$ cat src/rtl/ysyx_22050058_memarb.sv
// Shared memory-port arbiter between instruction fetch (IF) and load/store (MEM).
// One outstanding bus transaction at a time; MEM has priority except that a
// waiting fetch is forced through after MEM_BURST_MAX consecutive MEM grants.
module ysyx_22050058_memarb #(
  parameter int MEM_BURST_MAX = 4
) (
  input  logic        clk,
  input  logic        rst,
  // fetch side
  input  logic        if_req_i,
  input  logic [63:0] if_addr_i,
  input  logic        if_flush_i,
  output logic        if_rvalid_o,
  output logic [31:0] if_rdata_o,
  // load/store side
  input  logic        mem_req_i,
  input  logic        mem_we_i,
  input  logic [63:0] mem_addr_i,
  input  logic [63:0] mem_wdata_i,
  input  logic [7:0]  mem_wmask_i,
  output logic        mem_rvalid_o,
  output logic [63:0] mem_rdata_o,
  // shared bus port
  output logic        bus_req_o,
  output logic        bus_we_o,
  output logic [63:0] bus_addr_o,
  output logic [63:0] bus_wdata_o,
  output logic [7:0]  bus_wmask_o,
  input  logic        bus_ready_i,
  input  logic        bus_rvalid_i,
  input  logic [63:0] bus_rdata_i,
  // stall requests
  output logic        stall_ifreq_o,
  output logic        stall_memreq_o
);

  localparam int SW = $clog2(MEM_BURST_MAX + 1);

  typedef enum logic [1:0] {
    S_IDLE = 2'd0,
    S_REQ  = 2'd1,
    S_RESP = 2'd2
  } state_t;

  typedef enum logic {
    OWN_IF  = 1'b0,
    OWN_MEM = 1'b1
  } owner_t;

  state_t        state_q, state_d;
  owner_t        owner_q, owner_d;
  logic [SW-1:0] mem_streak_q, mem_streak_d;
  logic          drop_q, drop_d;
  logic          we_q, we_d;
  logic [63:0]   addr_q, addr_d;
  logic [63:0]   wdata_q, wdata_d;
  logic [7:0]    wmask_q, wmask_d;

  logic          streak_full;
  logic          mem_win;
  logic          if_win;
  logic          resp_hit;
  logic          if_flush_own;

  // Arbitration: MEM first, unless the fetch has been starved long enough.
  assign streak_full  = (mem_streak_q == SW'(MEM_BURST_MAX));
  assign mem_win      = mem_req_i & ~(streak_full & if_req_i);
  assign if_win       = if_req_i & ~mem_win;
  assign resp_hit     = (state_q == S_RESP) & bus_rvalid_i;
  assign if_flush_own = if_flush_i & (owner_q == OWN_IF);

  // Next-state, owner, latched bus fields, streak counter and drop flag.
  always_comb begin
    state_d      = state_q;
    owner_d      = owner_q;
    mem_streak_d = mem_streak_q;
    drop_d       = drop_q;
    we_d         = we_q;
    addr_d       = addr_q;
    wdata_d      = wdata_q;
    wmask_d      = wmask_q;
    unique case (state_q)
      S_IDLE: begin
        drop_d = 1'b0;
        if (mem_win) begin
          state_d = S_REQ;
          owner_d = OWN_MEM;
          we_d    = mem_we_i;
          addr_d  = mem_addr_i;
          wdata_d = mem_wdata_i;
          wmask_d = mem_wmask_i;
          if (!if_req_i) begin
            mem_streak_d = '0;
          end else if (!streak_full) begin
            mem_streak_d = mem_streak_q + SW'(1);
          end
        end else if (if_win) begin
          state_d      = S_REQ;
          owner_d      = OWN_IF;
          we_d         = 1'b0;
          addr_d       = if_addr_i;
          wdata_d      = '0;
          wmask_d      = 8'h00;
          mem_streak_d = '0;
        end
      end
      S_REQ: begin
        if (if_flush_own) drop_d = 1'b1;
        if (bus_ready_i)  state_d = S_RESP;
      end
      S_RESP: begin
        if (if_flush_own) drop_d = 1'b1;
        if (bus_rvalid_i) begin
          state_d = S_IDLE;
          drop_d  = 1'b0;
        end
      end
      default: begin
        state_d = S_IDLE;
        drop_d  = 1'b0;
      end
    endcase
  end

  // State and latched transaction registers; reset abandons any transaction.
  always_ff @(posedge clk or posedge rst) begin
    if (rst) begin
      state_q      <= S_IDLE;
      owner_q      <= OWN_IF;
      mem_streak_q <= '0;
      drop_q       <= 1'b0;
      we_q         <= 1'b0;
      addr_q       <= '0;
      wdata_q      <= '0;
      wmask_q      <= '0;
    end else begin
      state_q      <= state_d;
      owner_q      <= owner_d;
      mem_streak_q <= mem_streak_d;
      drop_q       <= drop_d;
      we_q         <= we_d;
      addr_q       <= addr_d;
      wdata_q      <= wdata_d;
      wmask_q      <= wmask_d;
    end
  end

  // Bus request side: fields come straight from the latched registers.
  assign bus_req_o   = (state_q == S_REQ);
  assign bus_we_o    = we_q;
  assign bus_addr_o  = addr_q;
  assign bus_wdata_o = wdata_q;
  assign bus_wmask_o = wmask_q;

  // Response delivery in the same cycle as bus_rvalid_i; a flush arriving in
  // that very cycle still suppresses the fetch pulse.
  always_comb begin
    if_rvalid_o  = 1'b0;
    if_rdata_o   = '0;
    mem_rvalid_o = 1'b0;
    mem_rdata_o  = '0;
    if (resp_hit) begin
      if (owner_q == OWN_MEM) begin
        mem_rvalid_o = 1'b1;
        mem_rdata_o  = bus_rdata_i;
      end else if (!drop_q && !if_flush_i) begin
        if_rvalid_o = 1'b1;
        if_rdata_o  = addr_q[2] ? bus_rdata_i[63:32] : bus_rdata_i[31:0];
      end
    end
  end

  assign stall_ifreq_o  = if_req_i & ~if_rvalid_o;
  assign stall_memreq_o = mem_req_i & ~mem_rvalid_o;

endmodule

$ cat config.mk
export PLATFORM = sky130hd
export DESIGN_NAME = ysyx_22050058_memarb
export DESIGN_NICKNAME = d
export VERILOG_FILES = /design/src/rtl/ysyx_22050058_memarb.sv
export SDC_FILE = /design/constraint.sdc
export NUM_CORES = 1
export LEC_CHECK = 0
export BUFFER_PORTS_ARGS = -buffer_cell sky130_fd_sc_hd__buf_2
export CAP_MARGIN = 15
export CORE_AREA = 2 2 200 202
export CTS_BUF_LIST = sky130_fd_sc_hd__clkbuf_2 sky130_fd_sc_hd__clkbuf_4 sky130_fd_sc_hd__clkbuf_8
export CTS_CLUSTER_SIZE = 10
export DETAILED_ROUTE_END_ITERATION = 10
export DIE_AREA = 0 0 202 204
export MAX_ROUTING_LAYER = met4
export PLACE_DENSITY = 0.52
export SLEW_MARGIN = 0
export SYNTH_ARGS = -nofsm -noshare
export SYNTH_HDL_FRONTEND = slang
export SYNTH_SLANG_ARGS = --single-unit
$ cat constraint.sdc
create_clock -name clk -period 5.95 [get_ports clk]
set_input_delay 0.595 -clock clk [delete_from_list [all_inputs] [get_ports clk]]
set_output_delay 0.595 -clock clk [all_outputs]
set_load 0.02 [all_outputs]
==> flow_metrics.env, run 1 <==
export IMPL_leakagePower_nw=5.47
export IMPL_post_drt_via_cell_ratio=4.41
export IMPL_gp_congestion=0.906
export IMPL_crit_path_top_delay_cell="buf_4"
export IMPL_ant_nets=0
export IMPL_seq_area_frac_synth=0.508
export IMPL_m1WireLength_um=12400
export IMPL_top_layer_used="met4"
export IMPL_drv_cap=0
export IMPL_r2r_end="bus_addr_o[36]"
export IMPL_post_cts_setup_buffer_count=0
export IMPL_io_pins=510
export IMPL_die_w_um=202
export IMPL_vias=7590
export IMPL_critPathBufInv=3
export IMPL_core_area_um2=39200
export IMPL_drive_gt1_frac=0.472
export IMPL_syn_area_um2=7100
export IMPL_fmax_ghz=0.354
export IMPL_setup_tns_final_ns=0
export IMPL_grt_max_degree=92
export IMPL_worstPathCellList="inv_1 > ha_1 > and3_1 > buf_4 > and2_1 > buf_2"
export IMPL_report_final_hold_viol_count=0
export IMPL_clockBufferDepth=2
export IMPL_relSlewSlack=0.308
export IMPL_numCtsBuffers=17
export IMPL_routed_wl_um=31000
export IMPL_rows=73
export IMPL_r2r_cells=7
export IMPL_grt_pass1_vias=7624
export IMPL_powerDensity_nw_per_um2=482
export IMPL_setup_violations=0
export IMPL_cts_repair_resized=0
export IMPL_io_buffer_count=509
export IMPL_yosys_warnings=0
export IMPL_crit_path_max_fanout=66
export IMPL_synth_cell_type_count=34
export IMPL_hold_slack_ns=0.270
export IMPL_cp_num_cells=6
export IMPL_clk_pin_slew_worst_paths_ns=0.09
export IMPL_rsz0062_at_grt="no"
export IMPL_die_h_um=204
export IMPL_antenna_found_initial=2
export IMPL_r2r_start="state_q[0]"
export IMPL_p_seq_frac=0.341
export IMPL_grt_pass1_wl_um=46200
export IMPL_skew_ns=0.0143
export IMPL_yosysTopAreaCellShare=0.508
export IMPL_wl_met3_um=2020
export IMPL_internal_power_mw=2.68
export IMPL_period_share=0.474
export IMPL_grt_usage=0.150
export IMPL_yosys_area_top_type="dfrtp_1"
export IMPL_clock_root_buffer="clkbuf_8"
export IMPL_avgSynthCellArea_um2=9.91
export IMPL_cts_sinks=144
export IMPL_area_delta_synth_final_pct=46.9
export IMPL_synth_most_common_cell="dfrtp_1"
export IMPL_crit_family="buffers and inverters"
export IMPL_hold_path_class="input port to asynchronous set/reset pin"
export IMPL_synthFlopType="dfrtp_1"
export IMPL_worstSetupEndpointType="output port"
export IMPL_synth_common_cells="dfrtp_1, nand2_1, a22o_1"
export IMPL_synth_edf_count=0
export IMPL_dr_wl_met2_um=15400
export IMPL_min_period_ns=2.82
export IMPL_reg2reg_slack_ns=3.61
export IMPL_synthesis_nets=993
export IMPL_clock_latency_ns=0.47
export IMPL_crit_arrival_ns=2.23
export IMPL_crit_path_end="mem_rdata_o[47]"
export IMPL_overflow=0
export IMPL_first_pass_iters=5
export IMPL_async_flop_share=1.00
export IMPL_worst_pin_slew_ns=1.04
export IMPL_startpoint_type="flip-flop"
export IMPL_holdBufCountCts=0
export IMPL_power_switching_mw=2.34
export IMPL_crit_required_ns=5.36
export IMPL_cts_tree="built"
export IMPL_slew_viol_final=0
export IMPL_htreeDepth=4
export IMPL_syn_inst=716
export IMPL_power_frac_comb=0.502
export IMPL_critical_path_class="flip-flop to output port"
export IMPL_netSwitchingFraction=0.467
export IMPL_outcome="finished clean"
export IMPL_fin_nets=1458
export IMPL_ys_seq_elements=144
export IMPL_cp_startpoint="state_q[0]"
export IMPL_ir_worst_vdd_uv=163
export IMPL_p_clk_frac=0.158
export IMPL_max_stage_delay_ns=0.45
export IMPL_drt_iter0_drc=509
export IMPL_fp_dieArea_um2=41200
export IMPL_initial_core_util=0.181
export IMPL_dpl_hpwl_um=22700
export IMPL_wl_per_cell_um=18.0
export IMPL_drcViolationCount=0
export IMPL_netlist_top_cells_area="dfrtp_1, a22o_1, nand2_1, o211ai_1, and2_1"
placed cells by master, fill, tap and decap left out, types with 2 or more instances in the layout:
master / Yosys / routed
diode_2: 0 / 2
a22o_1: 73 / 73
ha_1: 5 / 4
nand2_1: 128 / 128
clkbuf_8: 0 / 18
dfrtp_1: 144 / 143
nor2b_1: 3 / 3
nand4_1: 64 / 64
and2_1: 66 / 65
a31oi_1: 3 / 3
nand2b_1: 2 / 2
nor2_1: 34 / 34
a32o_1: 2 / 2
inv_6: 0 / 6
clkinvlp_4: 0 / 6
buf_2: 35 / 509
o211ai_1: 64 / 64
mux2i_1: 32 / 32
inv_1: 7 / 6
buf_4: 1 / 12
flip-flops by register name (all words and copies together) (netlist names):
signal	flops
bus_wdata_o	64
drop_q	1
bus_we_o	1
bus_addr_o	64
mem_streak_q	3
bus_wmask_o	8
state_q	2
owner_q	1
routing by layer:
metal,vias to the layer above,track usage
li1,3484,-
met4,0,0.0727
met2,364,0.248
met1,3691,0.176
met3,51,0.0300
met5,-,-
per-stage QoR:
step                cell area, um2  setup WS (ns)   util  cells  total power, mW
floorplan                     7100           1.49      -    716             3.37
global placement             10000           3.55  0.256   1687             4.25
detailed placement           10000           3.50  0.256   1687             4.29
CTS                          10400           3.06  0.266   1719             5.11
global route                 10400           2.93  0.266   1721             5.39
finish                       10400           3.13  0.266   1721             5.03
cell families (layout without fill, tap and decap cells):
logic type / Yosys count / count (layout) / share of synthesized area
muxes: 32 / 32 / 0.0451
buffers and inverters: 82 / 560 / 0.0555
AOI/OAI and AO/OA: 148 / 148 / 0.169
adders and majority gates: 5 / 5 / 0.00882
DFF: 144 / 144 / 0.508
xor gates and xnor gates: 1 / 1 / 0.00123
and+or+nand+nor: 304 / 304 / 0.212
other: 0 / 2 / 0
power by group through the flow:
stage               clock [mW]  combinational [mW]  sequential (mW)
global route             0.876                2.74             1.77
global placement             0                2.53             1.72
floorplan                    0                1.20             2.17
CTS                      0.833                2.56             1.71
detailed placement           0                2.57             1.72
finish                   0.792                2.52             1.71
worst reg2reg max path, stage by stage (launching register included):
cell      delay [ns]
dfrtp_1         0.41
inv_1           0.09
ha_2            0.17
buf_4           0.42
o21a_2          0.22
buf_4           0.54
nand2_1         0.23
o211ai_1        0.18
how the worst min path moves through the flow:
stage | start | end | slack [ns] | cells after the start
final | rst | bus_addr_o[52] | 0.27 | 2
after global routing | mem_wdata_i[9] | bus_wdata_o[9] | 0.27 | 2
after CTS | mem_wdata_i[22] | bus_wdata_o[22] | 0.26 | 2
after detailed placement | bus_addr_o[43] | bus_addr_o[43] | 0.48 | 2
after global placement | bus_addr_o[19] | bus_addr_o[19] | 0.47 | 2
after floorplan | owner_q | owner_q | 0.49 | 1
final cells by class:
class | count | area (um2)
clock buffer | 18 | 248
timing repair buffer | 521 | 2640
antenna | 2 | 5.00
tap | 525 | 657
inverter | 7 | 31.3
clock inverter | 14 | 133
fill | 4316 | 28800
multi-input combinational | 490 | 3110
sequential | 144 | 3600
(Power assumes the default switching activity.)
==> run 2, diff against run 1 <==
- CORE_AREA: 2 2 200 202 -> 2 2 198 200
- DIE_AREA: 0 0 202 204 -> 0 0 200 202
- PLACE_DENSITY: 0.52 -> 0.54
- clock period: 5.95 -> 2.5 ns (I/O delays scaled with it)
==> run 2 against run 1 <==
  * First-iteration DRC count is 30% lower
  * Critical endpoint is now mem_rdata_o[42]
  * Sequential share of layout area is 2.8 points lower
  * Via count is 4.8% higher
  * Highest routed layer unchanged
  * Global-route usage is 0.56 points higher
  * Die area is 2.0% lower
  * Non-clock buffer count is 77 higher
  * Sequential power is 140% higher
  * Critical path depth stayed put
  * Clock skew is 0.0020 ns higher
  * Worst hold slack worse by 0.22 ns
  * Wire length is 3.4% higher
==> flow_metrics.env, run 2 (same netlist as run 1, synthesis figures left out) <==
export IMPL_dp_cells=1685
export IMPL_min_period_ns=2.23
export IMPL_htreeDepth=4
export IMPL_design_area_um2=11300
export IMPL_wl_per_cell_um=17.9
export IMPL_grt_usage=0.156
export IMPL_final_cell_mix="buf_2, dfrtp_1, nand2_1"
export IMPL_report_final_hold_viol_count=0
export IMPL_drive_gt1_frac=0.448
export IMPL_gp_congestion=0.795
export IMPL_die_w_um=200
export IMPL_internal_power_mw=6.61
export IMPL_crit_path_max_fanout=66
export IMPL_crit_arrival_ns=1.98
export IMPL_core_area_um2=38300
export IMPL_netSwitchingFraction=0.466
export IMPL_fmax_ghz=0.449
export IMPL_slew_viol_final=0
export IMPL_first_pass_iters=4
export IMPL_powerDensity_nw_per_um2=1090
export IMPL_finalPower_mw=12.4
export IMPL_cts_tree="built"
export IMPL_leakagePower_nw=5.87
export IMPL_outcome="finished clean"
export IMPL_grt_max_degree=141
export IMPL_n_fill_cell=4102
export IMPL_clockBufferDepth=2
export IMPL_p_seq_frac=0.325
export IMPL_startpoint_type="flip-flop"
export IMPL_cts_repair_resized=0
export IMPL_io_buffer_count=509
export IMPL_initial_core_util=0.185
export IMPL_p_clk_frac=0.164
export IMPL_relSlewSlack=0.463
export IMPL_r2r_start="mem_streak_q[0]"
export IMPL_post_drt_via_cell_ratio=4.43
export IMPL_area_delta_synth_final_pct=59.7
export IMPL_grt_pass1_wl_um=46300
export IMPL_rsz0062_at_grt="no"
export IMPL_crit_required_ns=2.25
export IMPL_io_pins=510
export IMPL_dpl_hpwl_um=23400
export IMPL_routed_wl_um=32100
export IMPL_drt_iter0_drc=354
export IMPL_die_h_um=202
export IMPL_power_switching_mw=5.77
export IMPL_mostFrequentLayoutCell="buf_2"
export IMPL_setup_tns_final_ns=0
export IMPL_hold_path_class="input port to flip-flop"
export IMPL_reg2reg_slack_ns=0.58
export IMPL_ant_nets=0
export IMPL_clock_latency_ns=0.45
export IMPL_overflow=0
export IMPL_drcViolationCount=0
export IMPL_r2r_end="bus_addr_o[51]"
export IMPL_cp_startpoint="state_q[0]"
export IMPL_ir_worst_vdd_uv=590
export IMPL_antenna_found_initial=5
export IMPL_period_share=0.891
export IMPL_fin_cells=1795
export IMPL_place_area_um2=10200
export IMPL_worstSetupEndpointType="output port"
export IMPL_numCtsBuffers=17
export IMPL_crit_path_end="mem_rdata_o[42]"
export IMPL_clk_pin_slew_worst_paths_ns=0.10
export IMPL_fin_nets=1535
export IMPL_skew_ns=0.0163
export IMPL_vias=7957
export IMPL_grt_pass1_vias=8006
export IMPL_critical_path_class="flip-flop to output port"
export IMPL_hold_slack_ns=0.0522
export IMPL_worst_pin_slew_ns=0.805
export IMPL_cts_sinks=144
export IMPL_setup_violations=0
export IMPL_drv_cap=0
export IMPL_r2r_cells=6
export IMPL_fp_dieArea_um2=40400
export IMPL_power_frac_comb=0.512
export IMPL_rows=72
export IMPL_clock_root_buffer="clkbuf_8"
==> run 2: cell count changes in the layout (fill, tap and decap cells not counted), moves of 4 or more <==
cell | previous run | this run
dlygate4sd3_1 | 0 | 72
buf_12 | 0 | 8
clkinvlp_4 | 6 | 1
diode_2 | 2 | 6
inv_8 | 0 | 6
==> run 2: area by class of cell <==
type,count,area [um2],area share
flip-flops and latches,144,3600,0.318
inverters,7,30.0,0.00265
clock inverters,14,166,0.0147
diodes,6,15.0,0.00133
well taps,518,648,0.0572
multi-input cells,490,3120,0.275
repair buffers,598,3500,0.309
clock buffers,18,248,0.0219
==> run 2: power by group through the flow <==
stage | clock [mW] | combinational, mW | sequential [mW]
after global routing | 2.21 | 6.83 | 4.16
after global placement | 0 | 6.28 | 4.03
final | 2.02 | 6.34 | 4.02
after floorplan | 0 | 2.85 | 5.18
after detailed placement | 0 | 6.34 | 4.03
after CTS | 2.11 | 6.42 | 4.01
==> run 2: worst min-delay path by stage <==
stage,from,endpoint,slack (ns),cells after the start
after global placement,rst,bus_addr_o[42],0.30,2
final,if_addr_i[20],bus_addr_o[20],0.05,3
after floorplan,mem_wdata_i[4],bus_wdata_o[4],0.38,1
after global routing,mem_wmask_i[2],bus_wmask_o[2],0.01,2
after detailed placement,rst,bus_addr_o[42],0.30,2
after CTS,if_addr_i[23],bus_addr_o[23],0.001,3
==> run 2: metal layers <==
layer | global-route usage | vias up | wire length [um] | part of all wire
met2 | 0.268 | 386 | 16200 | 0.51
met3 | 0.0284 | 47 | 2200 | 0.069
met5 | - | - | 0 | 0
li1 | - | 3660 | - | -
met4 | 0.0823 | 0 | 1380 | 0.043
met1 | 0.170 | 3864 | 12300 | 0.38
==> run 2: worst max-delay path: stages, from the launching register on <==
cell and delay, ns:
dfrtp_1 0.40, inv_1 0.12, ha_1 0.20, and3_1 0.20
buf_12 0.23, and2_1 0.20, buf_2 0.18
==> run 2: per-stage QoR <==
stage	worst slack [ns]	utilization
5_1_grt	0.110	0.296
3_5_place_dp	0.588	0.266
2_1_floorplan	0.445	-
4_1_cts	0.206	0.295
3_3_place_gp	0.638	0.266
6_report	0.272	0.296
==> run 2: repair_timing <==
action	CTS	global route
hold buffers	72	0
buffers inserted	0	0
hold endpoints to repair	86	0
